$ cat src/rtl/cpu_pkg.sv
// Shared fetch-path constants: next-PC select encodings, NOP encoding and default trap vectors.
package cpu_pkg;

  localparam int unsigned PCSRC_W = 3;
  localparam int unsigned INSTR_W = 32;

  localparam logic [PCSRC_W-1:0] PCSRC_SEQ   = 3'd0;
  localparam logic [PCSRC_W-1:0] PCSRC_BR    = 3'd1;
  localparam logic [PCSRC_W-1:0] PCSRC_J     = 3'd2;
  localparam logic [PCSRC_W-1:0] PCSRC_JR    = 3'd3;
  localparam logic [PCSRC_W-1:0] PCSRC_ILLOP = 3'd4;
  localparam logic [PCSRC_W-1:0] PCSRC_IRQ   = 3'd5;

  localparam logic [INSTR_W-1:0] NOP_INSTR = 32'h0000_0000;

  // Vectors are 32-bit; wider datapaths zero-extend them.
  localparam logic [31:0] RESET_VEC_DEF = 32'h8000_0000;
  localparam logic [31:0] ILLOP_VEC_DEF = 32'h8000_0004;
  localparam logic [31:0] XADR_VEC_DEF  = 32'h8000_0008;

endpackage

$ cat src/rtl/fetch_stage_pc_next_sel.sv
// pc_next_sel: priority next-PC mux with supervisor-bit masking.
// FETCH_IRQ_EN enables the level irq input (user mode only).
module pc_next_sel
  import cpu_pkg::*;
#(
  parameter int unsigned     XLEN      = 32,
  parameter logic [XLEN-1:0] ILLOP_VEC = XLEN'(ILLOP_VEC_DEF),
  parameter logic [XLEN-1:0] XADR_VEC  = XLEN'(XADR_VEC_DEF)
) (
  input  logic [XLEN-1:0]    pc,
  input  logic [PCSRC_W-1:0] pcsrc,
  input  logic               branch_taken,
  input  logic [XLEN-1:0]    branch_target,
  input  logic [XLEN-1:0]    jr_target,
  input  logic               irq,
  input  logic [INSTR_W-1:0] id_instr,
  input  logic [XLEN-1:0]    id_pc4,
  output logic [XLEN-1:0]    next_pc,
  output logic               redirect,
  output logic               irq_take
);

  localparam int unsigned MSB = XLEN - 1;

  logic            irq_lvl;
  logic [XLEN-1:0] seq_pc;
  logic [XLEN-1:0] br_pc;
  logic [XLEN-1:0] j_pc;
  logic [XLEN-1:0] jr_pc;
  logic            unused_bits;

  // Level interrupt is only honoured while executing in user mode.
`ifdef FETCH_IRQ_EN
  assign irq_lvl = irq & ~pc[MSB];
  assign unused_bits = ^{branch_target[MSB], branch_target[1:0], jr_target[1:0],
                         id_pc4[MSB], id_pc4[27:0], id_instr[31:26]};
`else
  assign irq_lvl = 1'b0;
  assign unused_bits = ^{irq, branch_target[MSB], branch_target[1:0], jr_target[1:0],
                         id_pc4[MSB], id_pc4[27:0], id_instr[31:26]};
`endif

  // Candidate targets; branch/jump inherit the current mode, jr can only drop to user.
  always_comb begin
    seq_pc = {pc[MSB], pc[MSB-1:0] + (XLEN-1)'(4)};
    br_pc  = {pc[MSB], branch_target[MSB-1:2], 2'b00};
    j_pc   = {pc[MSB], id_pc4[XLEN-2:28], id_instr[25:0], 2'b00};
    jr_pc  = {pc[MSB] & jr_target[MSB], jr_target[MSB-1:2], 2'b00};
  end

  // Redirect priority: irq, illop, jr, jump, taken branch; otherwise sequential.
  always_comb begin
    next_pc  = seq_pc;
    redirect = 1'b0;
    irq_take = irq_lvl | (pcsrc == PCSRC_IRQ);
    if (irq_take) begin
      next_pc  = {XADR_VEC[MSB:2], 2'b00};
      redirect = 1'b1;
    end else if (pcsrc == PCSRC_ILLOP) begin
      next_pc  = {ILLOP_VEC[MSB:2], 2'b00};
      redirect = 1'b1;
    end else if (pcsrc == PCSRC_JR) begin
      next_pc  = jr_pc;
      redirect = 1'b1;
    end else if (pcsrc == PCSRC_J) begin
      next_pc  = j_pc;
      redirect = 1'b1;
    end else if ((pcsrc == PCSRC_BR) && branch_taken) begin
      next_pc  = br_pc;
      redirect = 1'b1;
    end
  end

endmodule

$ cat src/rtl/fetch_stage.sv
// fetch_stage: PC register, next-PC select and IF/ID pipeline register.
// FETCH_IRQ_EN enables the level irq input and the irq_ack pulse.
module fetch_stage
  import cpu_pkg::*;
#(
  parameter int unsigned     XLEN      = 32,
  parameter logic [XLEN-1:0] RESET_VEC = XLEN'(RESET_VEC_DEF),
  parameter logic [XLEN-1:0] ILLOP_VEC = XLEN'(ILLOP_VEC_DEF),
  parameter logic [XLEN-1:0] XADR_VEC  = XLEN'(XADR_VEC_DEF)
) (
  input  logic               clk,
  input  logic               reset,
  input  logic               stall,
  input  logic [PCSRC_W-1:0] pcsrc,
  input  logic               branch_taken,
  input  logic [XLEN-1:0]    branch_target,
  input  logic [XLEN-1:0]    jr_target,
  input  logic               irq,
  output logic [XLEN-1:0]    imem_addr,
  input  logic [INSTR_W-1:0] imem_rdata,
  input  logic               imem_ready,
  output logic [INSTR_W-1:0] id_instr,
  output logic [XLEN-1:0]    id_pc4,
  output logic               id_valid,
  output logic               irq_ack
);

  logic [XLEN-1:0] pc;
  logic [XLEN-1:0] next_pc;
  logic            redirect;
  logic            irq_take;

  assign imem_addr = pc;

  pc_next_sel #(
    .XLEN      (XLEN),
    .ILLOP_VEC (ILLOP_VEC),
    .XADR_VEC  (XADR_VEC)
  ) u_sel (
    .pc            (pc),
    .pcsrc         (pcsrc),
    .branch_taken  (branch_taken),
    .branch_target (branch_target),
    .jr_target     (jr_target),
    .irq           (irq),
    .id_instr      (id_instr),
    .id_pc4        (id_pc4),
    .next_pc       (next_pc),
    .redirect      (redirect),
    .irq_take      (irq_take)
  );

  // PC and IF/ID update: redirect > stall > imem not ready > normal fetch.
  always_ff @(posedge clk) begin
    if (reset) begin
      pc       <= {RESET_VEC[XLEN-1:2], 2'b00};
      id_instr <= NOP_INSTR;
      id_pc4   <= '0;
      id_valid <= 1'b0;
    end else if (redirect) begin
      pc       <= next_pc;
      id_instr <= NOP_INSTR;
      id_pc4   <= '0;
      id_valid <= 1'b0;
    end else if (stall) begin
      pc       <= pc;
    end else if (!imem_ready) begin
      id_instr <= NOP_INSTR;
      id_pc4   <= '0;
      id_valid <= 1'b0;
    end else begin
      pc       <= next_pc;
      id_instr <= imem_rdata;
      id_pc4   <= next_pc;
      id_valid <= 1'b1;
    end
  end

`ifdef FETCH_IRQ_EN
  // One-cycle acknowledge following the interrupt redirect.
  always_ff @(posedge clk) begin
    if (reset) begin
      irq_ack <= 1'b0;
    end else begin
      irq_ack <= redirect & irq_take;
    end
  end
`else
  logic unused_irq_take;
  assign unused_irq_take = irq_take;
  assign irq_ack = 1'b0;
`endif

endmodule
$ cat config.mk
export PLATFORM = sky130hd
export DESIGN_NAME = fetch_stage
export DESIGN_NICKNAME = d
export VERILOG_FILES = /design/src/rtl/cpu_pkg.sv /design/src/rtl/fetch_stage_pc_next_sel.sv /design/src/rtl/fetch_stage.sv
export SDC_FILE = /design/constraint.sdc
export NUM_CORES = 1
export LEC_CHECK = 0
export CORE_MARGIN = 2
export CORE_UTILIZATION = 40
export CTS_BUF_LIST = sky130_fd_sc_hd__clkbuf_4 sky130_fd_sc_hd__clkbuf_8
export CTS_CLUSTER_DIAMETER = 30
export DETAILED_ROUTE_END_ITERATION = 8
export GPL_ROUTABILITY_DRIVEN = 0
export PLACE_DENSITY = 0.75
export SETUP_SLACK_MARGIN = 0.5
export SYNTH_ARGS = -nofsm -noshare
export SYNTH_HDL_FRONTEND = slang
export SYNTH_SLANG_ARGS = --single-unit
export TNS_END_PERCENT = 5
$ cat constraint.sdc
create_clock -name clk -period 2.92 [get_ports clk]
set_input_delay 0.438 -clock clk [delete_from_list [all_inputs] [get_ports clk]]
set_output_delay 0.438 -clock clk [all_outputs]
set_load 0.005 [all_outputs]
==> results.yml, run 1 <==
min_path:
  min_path_cells: 1
  min_path_type: "flip-flop to flip-flop"
routing:
  wl_per_cell_um: 19.8
  route.detailed.drc: 0
  wl_um: 19100
  drt_iter0_drc: 578
  antenna_left: 0
  drtPass1Iterations: 5
  num_vias: 5642
  vias_per_cell: 5.86
synth:
  yosys.area_share.simple: 0.201
  synth_xor_area_frac: 0.0354
  synth_cells: 602
  synth_edf_count: 0
  syn_nets: 708
  synth-adder-area-share: 0.00243
  synthFlopType: "dfxtp_1"
  synth.distinct_cells: 75
  synth_mux_area_frac: 0.0563
  syn_area_um2: 5150
  synthTopCellsByCount: "dfxtp_1 (97), nor2_1 (78), a22oi_1 (40), o21ai_0 (33), a21oi_1 (30)"
  synth_most_common_cell: "dfxtp_1"
  synth_top_area_frac: 0.377
  synth_top_family_by_area: "compound AO/OA/AOI/OAI gates"
  synth_area_leader_cell: "dfxtp_1"
  ys_seq_area_frac: 0.377
  synthTopCellsByArea: "dfxtp_1 (38%), a22oi_1 (5.8%), nor2_1 (5.7%), mux2i_1 (3.9%), o21ai_0 (3.2%)"
  ys.warnings.count: 0
  synth_compound_area_frac: 0.275
  syn_area_per_cell_um2: 8.56
  ys_seq_elements: 97
  async_reset_ff_frac: 0
critical_path:
  crit_chain: "ha_1 -> and4_1 -> nand3_4 -> nor4_2 -> mux2i_1 -> nor4_1"
  path_buf_inv: 0
  r2r_cells: 6
  crit_required_ps: 3210
  worstSetupEndpointType: "flip-flop"
  crit_fanout: 6
  cp_top_family: "simple AND/OR/NAND/NOR gates"
  arrival_ps: 2630
  r2r_setup_slack_ps: 570
  max_stage_delay_ps: 510
  start_kind: "flip-flop"
  worst-path-stages: 6
  criticalPathCategory: "flip-flop to flip-flop"
  slowest_stage: "nor4_2"
cts:
  cts_hold_buf: 0
  cts-htree-levels: 3
  cts.sinks: 97
  post_cts_buffers: 0
  root_buffer: "clkbuf_8"
  cts_tree: "yes"
  clkLatencyLatePin_ps: 390
  clock_path_buffers: 2
  numCtsBuffers: 9
  path_clk_slew_ps: 90
  ctsResizeCount: 0
power:
  switching_share: 0.267
  clockPowerShare: 0.352
  fin_total_pwr_w: 0.00309
  pwr-share-seq: 0.457
  p_leak_nw: 2.66
  p_per_area_nw_per_um2: 407
  combPwrFrac: 0.191
  power.internal_w: 0.00227
  ir_drop_uv: 387
  p_switching_w: 0.000826
floorplan:
  dieArea_um2: 13800
  ios: 203
  die_h_um: 118
  start_util: 0.408
  num_rows: 41
  coreArea_um2: 12600
  die_x_um: 118
sta:
  finalCritPeriodShare: 0.803
  drv_slew: 0
  max_freq_mhz: 426
  rsz0062_at_grt: "yes"
  period_needed_ps: 2350
  final-hold-violation-count: 0
  slew_headroom: 0.585
  setup_viol: 0
  finalWorstSetupSlack_ps: 574
  hold_ws_ps: 473
  worstMarginPinSlew_ps: 617
  tns_ps: 0
  finClkSkew_ps: 10.1
outcome:
  status: "completed"
global_route:
  antenna_found_initial: 0
  grt_pass1_vias: 5553
  grt_use_total: 0.269
  overflow: 0
  grt_pass1_wl_um: 29700
  grt_max_degree: 38
layout:
  areaGrowthSynthToFinish_pct: 47.5
  drive_gt1_frac: 0.103
  nets: 891
  antenna_cells: 0
place:
  port_buffers: 195
  dp_worst_setup_slack_ps: 298
  dp_hpwl_um: 14500
flow_run:
  cap_viol_max_count: 0
[metrics by stage]
stage               utilization  area [um^2]  instances
floorplan                     -         5150        602
detailed placement        0.582         7350        946
CTS                       0.602         7600        962
finish                    0.602         7600        962
global route              0.602         7600        962
global placement          0.582         7350        946
[sequential cells by signal, summed over array words and instances, names as in the netlist]
signal	count
imem_addr	32
id_valid	1
id_pc4	32
id_instr	32
[placed cells by master, fill, tap and decap left out, drive strengths merged, types with 9 or more instances in the layout]
cell type | synthesis | layout
mux2i | 20 | 20
nor3 | 19 | 19
clkbuf | 28 | 10
a22o | 17 | 17
nand4 | 13 | 13
clkdlybuf4s50 | 0 | 194
o2bb2ai | 13 | 13
nor4 | 9 | 9
a22oi | 40 | 40
a211oi | 9 | 9
nand3 | 14 | 14
buf | 23 | 29
inv | 10 | 11
nand2 | 24 | 24
nor2 | 78 | 78
a21oi | 30 | 30
o21ai | 35 | 35
dfxtp | 97 | 97
xnor2 | 12 | 12
o22ai | 10 | 10
[final cells by class]
class / count / area [um^2]
clock buffers: 10 / 138
clock inverters: 6 / 114
fillers: 1150 / 5020
inverters: 10 / 37.5
multi-input cells: 444 / 2960
flip-flops and latches: 97 / 1940
well taps: 172 / 215
repair buffers: 223 / 2190
[logic make-up after synthesis]
kind of cell    after synthesis
fa+ha+maj                     1
flops                        97
compound gates              199
mux                          28
xor+xnor                     20
simple gates                195
other cells                   1
buf+inv                      61
[final timing paths]
path | startpoint | endpoint
worst min register to register | id_pc4[19] | id_pc4[19]
worst min-delay path | id_pc4[19] | id_pc4[19]
worst max register to register | imem_addr[2] | imem_addr[30]
worst max-delay path | imem_addr[2] | imem_addr[30]
[layer usage]
| layer | track usage | vias to the layer above | part of all wire |
|---|---|---|---|
| li1 | - | 2632 | - |
| met1 | 0.329 | 2608 | 0.41 |
| met2 | 0.432 | 349 | 0.44 |
| met3 | 0.104 | 53 | 0.12 |
| met4 | 0.0949 | 0 | 0.033 |
| met5 | 0 | - | 0 |
[power by group through the flow]
stage	Clock (W)	Combinational, W	Sequential, W
2_1_floorplan	0	0.000272	0.00143
3_3_place_gp	0	0.000571	0.00144
3_5_place_dp	0	0.000581	0.00144
4_1_cts	0.00111	0.000583	0.00141
5_1_grt	0.00116	0.000635	0.00142
6_report	0.00109	0.000592	0.00141
No activity file was read; power rests on OpenSTA's default activity.
==> run 2, diff against run 1 <==
- PLACE_DENSITY: 0.75 -> 0.77
- clock period: 2.92 -> 1.9 ns (I/O delays scaled with it)
==> results.yml, run 2 (synthesized netlist as in run 1, its figures left out) <==
sta:
  finClkSkew_ps: 17.9
  tns_ps: -8.49
  final-hold-violation-count: 0
  worstMarginPinSlew_ps: 493
  drv_slew: 0
  period_needed_ps: 1910
  rsz0062_at_grt: "yes"
  slew_headroom: 0.667
  finalWorstSetupSlack_ps: -8.49
  setup_viol: 1
  finalCritPeriodShare: 1.00
  hold_ws_ps: 436
  max_freq_mhz: 524
power:
  p_leak_nw: 5.18
  ir_drop_uv: 470
  p_per_area_nw_per_um2: 517
  p_switching_w: 0.00146
  clockPowerShare: 0.307
  switching_share: 0.300
  combPwrFrac: 0.253
  power.internal_w: 0.00341
  pwr-share-seq: 0.440
outcome:
  status: "finished, violations left"
  violations: "negative setup slack"
cts:
  clock_path_buffers: 2
  cts_tree: "yes"
  cts-htree-levels: 3
  root_buffer: "clkbuf_8"
  path_clk_slew_ps: 100
  cts.sinks: 97
  numCtsBuffers: 9
  clkLatencyLatePin_ps: 400
  cts_hold_buf: 0
min_path:
  min_path_cells: 4
  holdPathEnd: "id_pc4[31]"
  min_path_type: "input pin to flip-flop"
  hold_start: "stall"
routing:
  num_vias: 6576
  antenna_left: 0
  drtPass1Iterations: 6
  drt_iter0_drc: 810
  wl_per_cell_um: 22.2
  vias_per_cell: 6.14
  wl_um: 23800
  route.detailed.drc: 0
critical_path:
  worstSetupEndpointType: "flip-flop"
  r2r-start: "imem_addr[3]"
  crit_required_ps: 2180
  r2r_end: "imem_addr[24]"
  crit_fanout: 5
  arrival_ps: 2190
  criticalPathCategory: "flip-flop to flip-flop"
  r2r_setup_slack_ps: -8
  start_kind: "flip-flop"
  r2r_cells: 6
layout:
  fillerInstances: 803
  nets: 1000
  areaGrowthSynthToFinish_pct: 82.9
  final_common_cell: "buf_4"
  multi_input_comb_area_um2: 3520
  antenna_cells: 0
  final-seq-area_um2: 2080
  drive_gt1_frac: 0.387
  layout_common_cells: "buf_4 (102), clkdlybuf4s50_1 (98), dlymetal6s2s_1 (92)"
  final_cells: 1071
place:
  port_buffers: 195
  dp_worst_setup_slack_ps: -333
  dpl.cell_count: 1038
  dp_hpwl_um: 16300
global_route:
  grt_pass1_vias: 6426
  grt_use_total: 0.306
  grt_max_degree: 38
  antenna_found_initial: 1
  overflow: 0
  grt_pass1_wl_um: 33700
floorplan:
  coreArea_um2: 12600
  die_x_um: 118
  ios: 203
  num_rows: 41
  dieArea_um2: 13800
  die_h_um: 118
  start_util: 0.408
flow_run:
  cap_viol_max_count: 0
## run 2: per-layer routing
metal,track usage,part of all wire,up-vias
met5,0,0.00046,-
met2,0.498,0.46,528
li1,-,-,2869
met4,0.142,0.051,2
met3,0.0858,0.12,116
met1,0.375,0.37,3061
## run 2: final cells by class
type,instances,share of cell area
timing repair buffer,332,0.357
clock buffer,11,0.0161
tap,172,0.0228
multi-input combinational,444,0.373
sequential,97,0.221
clock inverter,5,0.00637
inverter,10,0.00398
## run 2: how the worst max path moves through the flow
stage | cells past startpoint | start | slack (ps) | endpoint
floorplan | 6 | imem_addr[7] | -20 | id_pc4[23]
global placement | 8 | pcsrc[1] | -260 | id_pc4[20]
detailed placement | 6 | pcsrc[1] | -330 | id_pc4[16]
CTS | 1 | imem_addr[17] | 90 | imem_addr[17]
global route | 8 | imem_addr[3] | -50 | id_pc4[18]
finish | 6 | imem_addr[3] | -8 | imem_addr[24]
## run 2: per-stage QoR
stage / power [W] / util / cell area [um^2]
2_1_floorplan: 0.00263 / - / 5230
3_3_place_gp: 0.00323 / 0.642 / 8100
3_5_place_dp: 0.00326 / 0.642 / 8100
4_1_cts: 0.00471 / 0.671 / 8470
5_1_grt: 0.00502 / 0.747 / 9430
6_report: 0.00487 / 0.747 / 9430
## run 2: worst max-delay path, cell delays in order, from the launching register on
cell and delay, ps:
dfxtp_4 390, ha_4 160, and4_4 280, nand3_4 170
nor4_4 410, nor3_1 100, o32ai_1 280
## run 2: timing repair
action                                  in CTS  in global routing
resized for setup                           30                302
pin swaps                                   22                109
endpoints found under the setup margin     194                191
cloned                                       0                  0
buffers inserted                             8                  9
## run 2: power by group through the flow
stage	sequential (W)	clock (W)	combinational [W]
after global placement	0.00218	0	0.00105
final	0.00214	0.00150	0.00123
after detailed placement	0.00219	0	0.00108
after floorplan	0.00220	0	0.000426
after global routing	0.00215	0.00158	0.00129
after CTS	0.00214	0.00148	0.00109
==> run 3, diff against run 2 <==
- PLACE_DENSITY: 0.77 -> 0.76
- SYNTH_HIERARCHICAL: not set -> 1
==> results.yml, run 3 <==
outcome:
  status: "finished, violations left"
  violations: "negative setup slack"
cts:
  cts.sinks: 97
  numCtsBuffers: 9
  clkLatencyLatePin_ps: 390
  clock_path_buffers: 2
  cts-htree-levels: 3
  cts_hold_buf: 0
  cts_tree: "yes"
  root_buffer: "clkbuf_8"
  path_clk_slew_ps: 80
critical_path:
  arrival_ps: 2230
  cp_top_family: "simple AND/OR/NAND/NOR gates"
  r2r_end: "id_pc4[30]"
  crit_chain: "and4_4 -> buf_6 -> nand4_1 -> nor4_4 -> xnor2_1 -> a32oi_1 -> a22oi_1 -> nor2_2"
  criticalPathCategory: "flip-flop to flip-flop"
  slowest_stage: "dfxtp_1"
  crit_required_ps: 2230
  r2r-start: "imem_addr[17]"
  r2r_cells: 8
  path_buf_inv: 1
  start_kind: "flip-flop"
  r2r_setup_slack_ps: -0.5
  max_stage_delay_ps: 350
  worstSetupEndpointType: "flip-flop"
  crit_fanout: 5
power:
  p_leak_nw: 4.91
  power.internal_w: 0.00327
  clockPowerShare: 0.275
  ir_drop_uv: 547
  p_per_area_nw_per_um2: 502
  pwr-share-seq: 0.462
  switching_share: 0.290
  p_switching_w: 0.00133
  combPwrFrac: 0.263
layout:
  areaGrowthSynthToFinish_pct: 61.9
  layout_common_cells: "clkdlybuf4s50_1 (101), dlymetal6s2s_1 (90), buf_4 (89)"
  final_common_cell: "clkdlybuf4s50_1"
  nets: 1018
  fillerInstances: 1104
  drive_gt1_frac: 0.331
  antenna_cells: 0
global_route:
  grt_pass1_vias: 5865
  grt_use_total: 0.267
  grt_pass1_wl_um: 31100
  antenna_found_initial: 1
  grt_max_degree: 36
  overflow: 0
synth:
  syn_area_um2: 5670
  syn_area_per_cell_um2: 8.64
  ys.warnings.count: 6
  synth_cells: 656
  syn_nets: 762
sta:
  finalCritPeriodShare: 1.00
  drv_slew: 0
  finalWorstSetupSlack_ps: -0.525
  finClkSkew_ps: 12.8
  period_needed_ps: 1900
  final-hold-violation-count: 0
  rsz0062_at_grt: "yes"
  max_freq_mhz: 526
  hold_ws_ps: 325
  setup_viol: 2
min_path:
  hold_start: "stall"
  min_path_type: "input pin to flip-flop"
  holdPathEnd: "id_instr[7]"
  min_path_cells: 3
routing:
  drtPass1Iterations: 6
  vias_per_cell: 5.55
  route.detailed.drc: 0
  wl_per_cell_um: 19.0
  num_vias: 6082
  wl_um: 20800
  drt_iter0_drc: 598
  antenna_left: 0
floorplan:
  start_util: 0.408
  dieArea_um2: 15100
  ios: 203
  die_h_um: 123
  coreArea_um2: 13900
  num_rows: 43
  die_x_um: 123
flow_run:
  cap_viol_max_count: 0
place:
  dp_worst_setup_slack_ps: -372
  dp_hpwl_um: 15300
  port_buffers: 195
run 3: final cells by class:
type	instances	area (um^2)	share of cell area
Tap cell	180	225	0.0245
Clock inverter	1	5.00	0.000545
Inverter	8	33.8	0.00368
Multi-Input combinational cell	495	3640	0.396
Timing Repair Buffer	301	3070	0.335
Sequential cell	97	2040	0.223
Clock buffer	14	161	0.0176
run 3: power groups by stage:
| stage | clock network, W | logic [W] | registers, W |
|---|---|---|---|
| 2_1_floorplan | 0 | 0.000530 | 0.00219 |
| 3_3_place_gp | 0 | 0.00113 | 0.00217 |
| 3_5_place_dp | 0 | 0.00114 | 0.00217 |
| 4_1_cts | 0.00129 | 0.00116 | 0.00213 |
| 5_1_grt | 0.00137 | 0.00129 | 0.00213 |
| 6_report | 0.00127 | 0.00121 | 0.00213 |
run 3: layer usage:
layer / track usage / up-vias / wire length, um
met5: 0 / - / 0
met4: 0.0845 / 0 / 411
met3: 0.0775 / 30 / 1780
met2: 0.433 / 278 / 10000
met1: 0.344 / 2926 / 8590
li1: - / 2848 / -
run 3: repair_timing:
item / in CTS / in global routing
gates resized for setup: 27 / 195
hold endpoints to repair: 0 / 0
cloned: 0 / 0
buffers inserted: 4 / 2
pin swaps: 19 / 34
setup endpoints to repair: 194 / 194
run 3: worst min-delay path: stages:
cell and delay, ps:
buf_2 190, a22oi_1 130, nor2_2 70
run 3: per-stage QoR:
stage	instances	util	TNS, ps	cell area (um^2)	power [W]
global route	1096	0.661	-477	9180	0.00479
detailed placement	1075	0.603	-24590	8360	0.00332
global placement	1075	0.603	-20110	8360	0.00331
CTS	1094	0.624	0	8660	0.00458
finish	1096	0.661	-0.953	9180	0.00460
floorplan	656	-	0	5710	0.00272
run 3: how the worst max path moves through the flow:
stage               depth (start not counted)  slack [ps]       endpoint          start
global placement                            9        -330      id_pc4[5]       pcsrc[1]
detailed placement                          9        -370      id_pc4[6]       pcsrc[1]
floorplan                                   9          40  imem_addr[23]   imem_addr[5]
finish                                      8        -0.5     id_pc4[30]  imem_addr[17]
global route                                8         -90  imem_addr[24]   imem_addr[4]
CTS                                         8          60     id_pc4[30]   imem_addr[4]
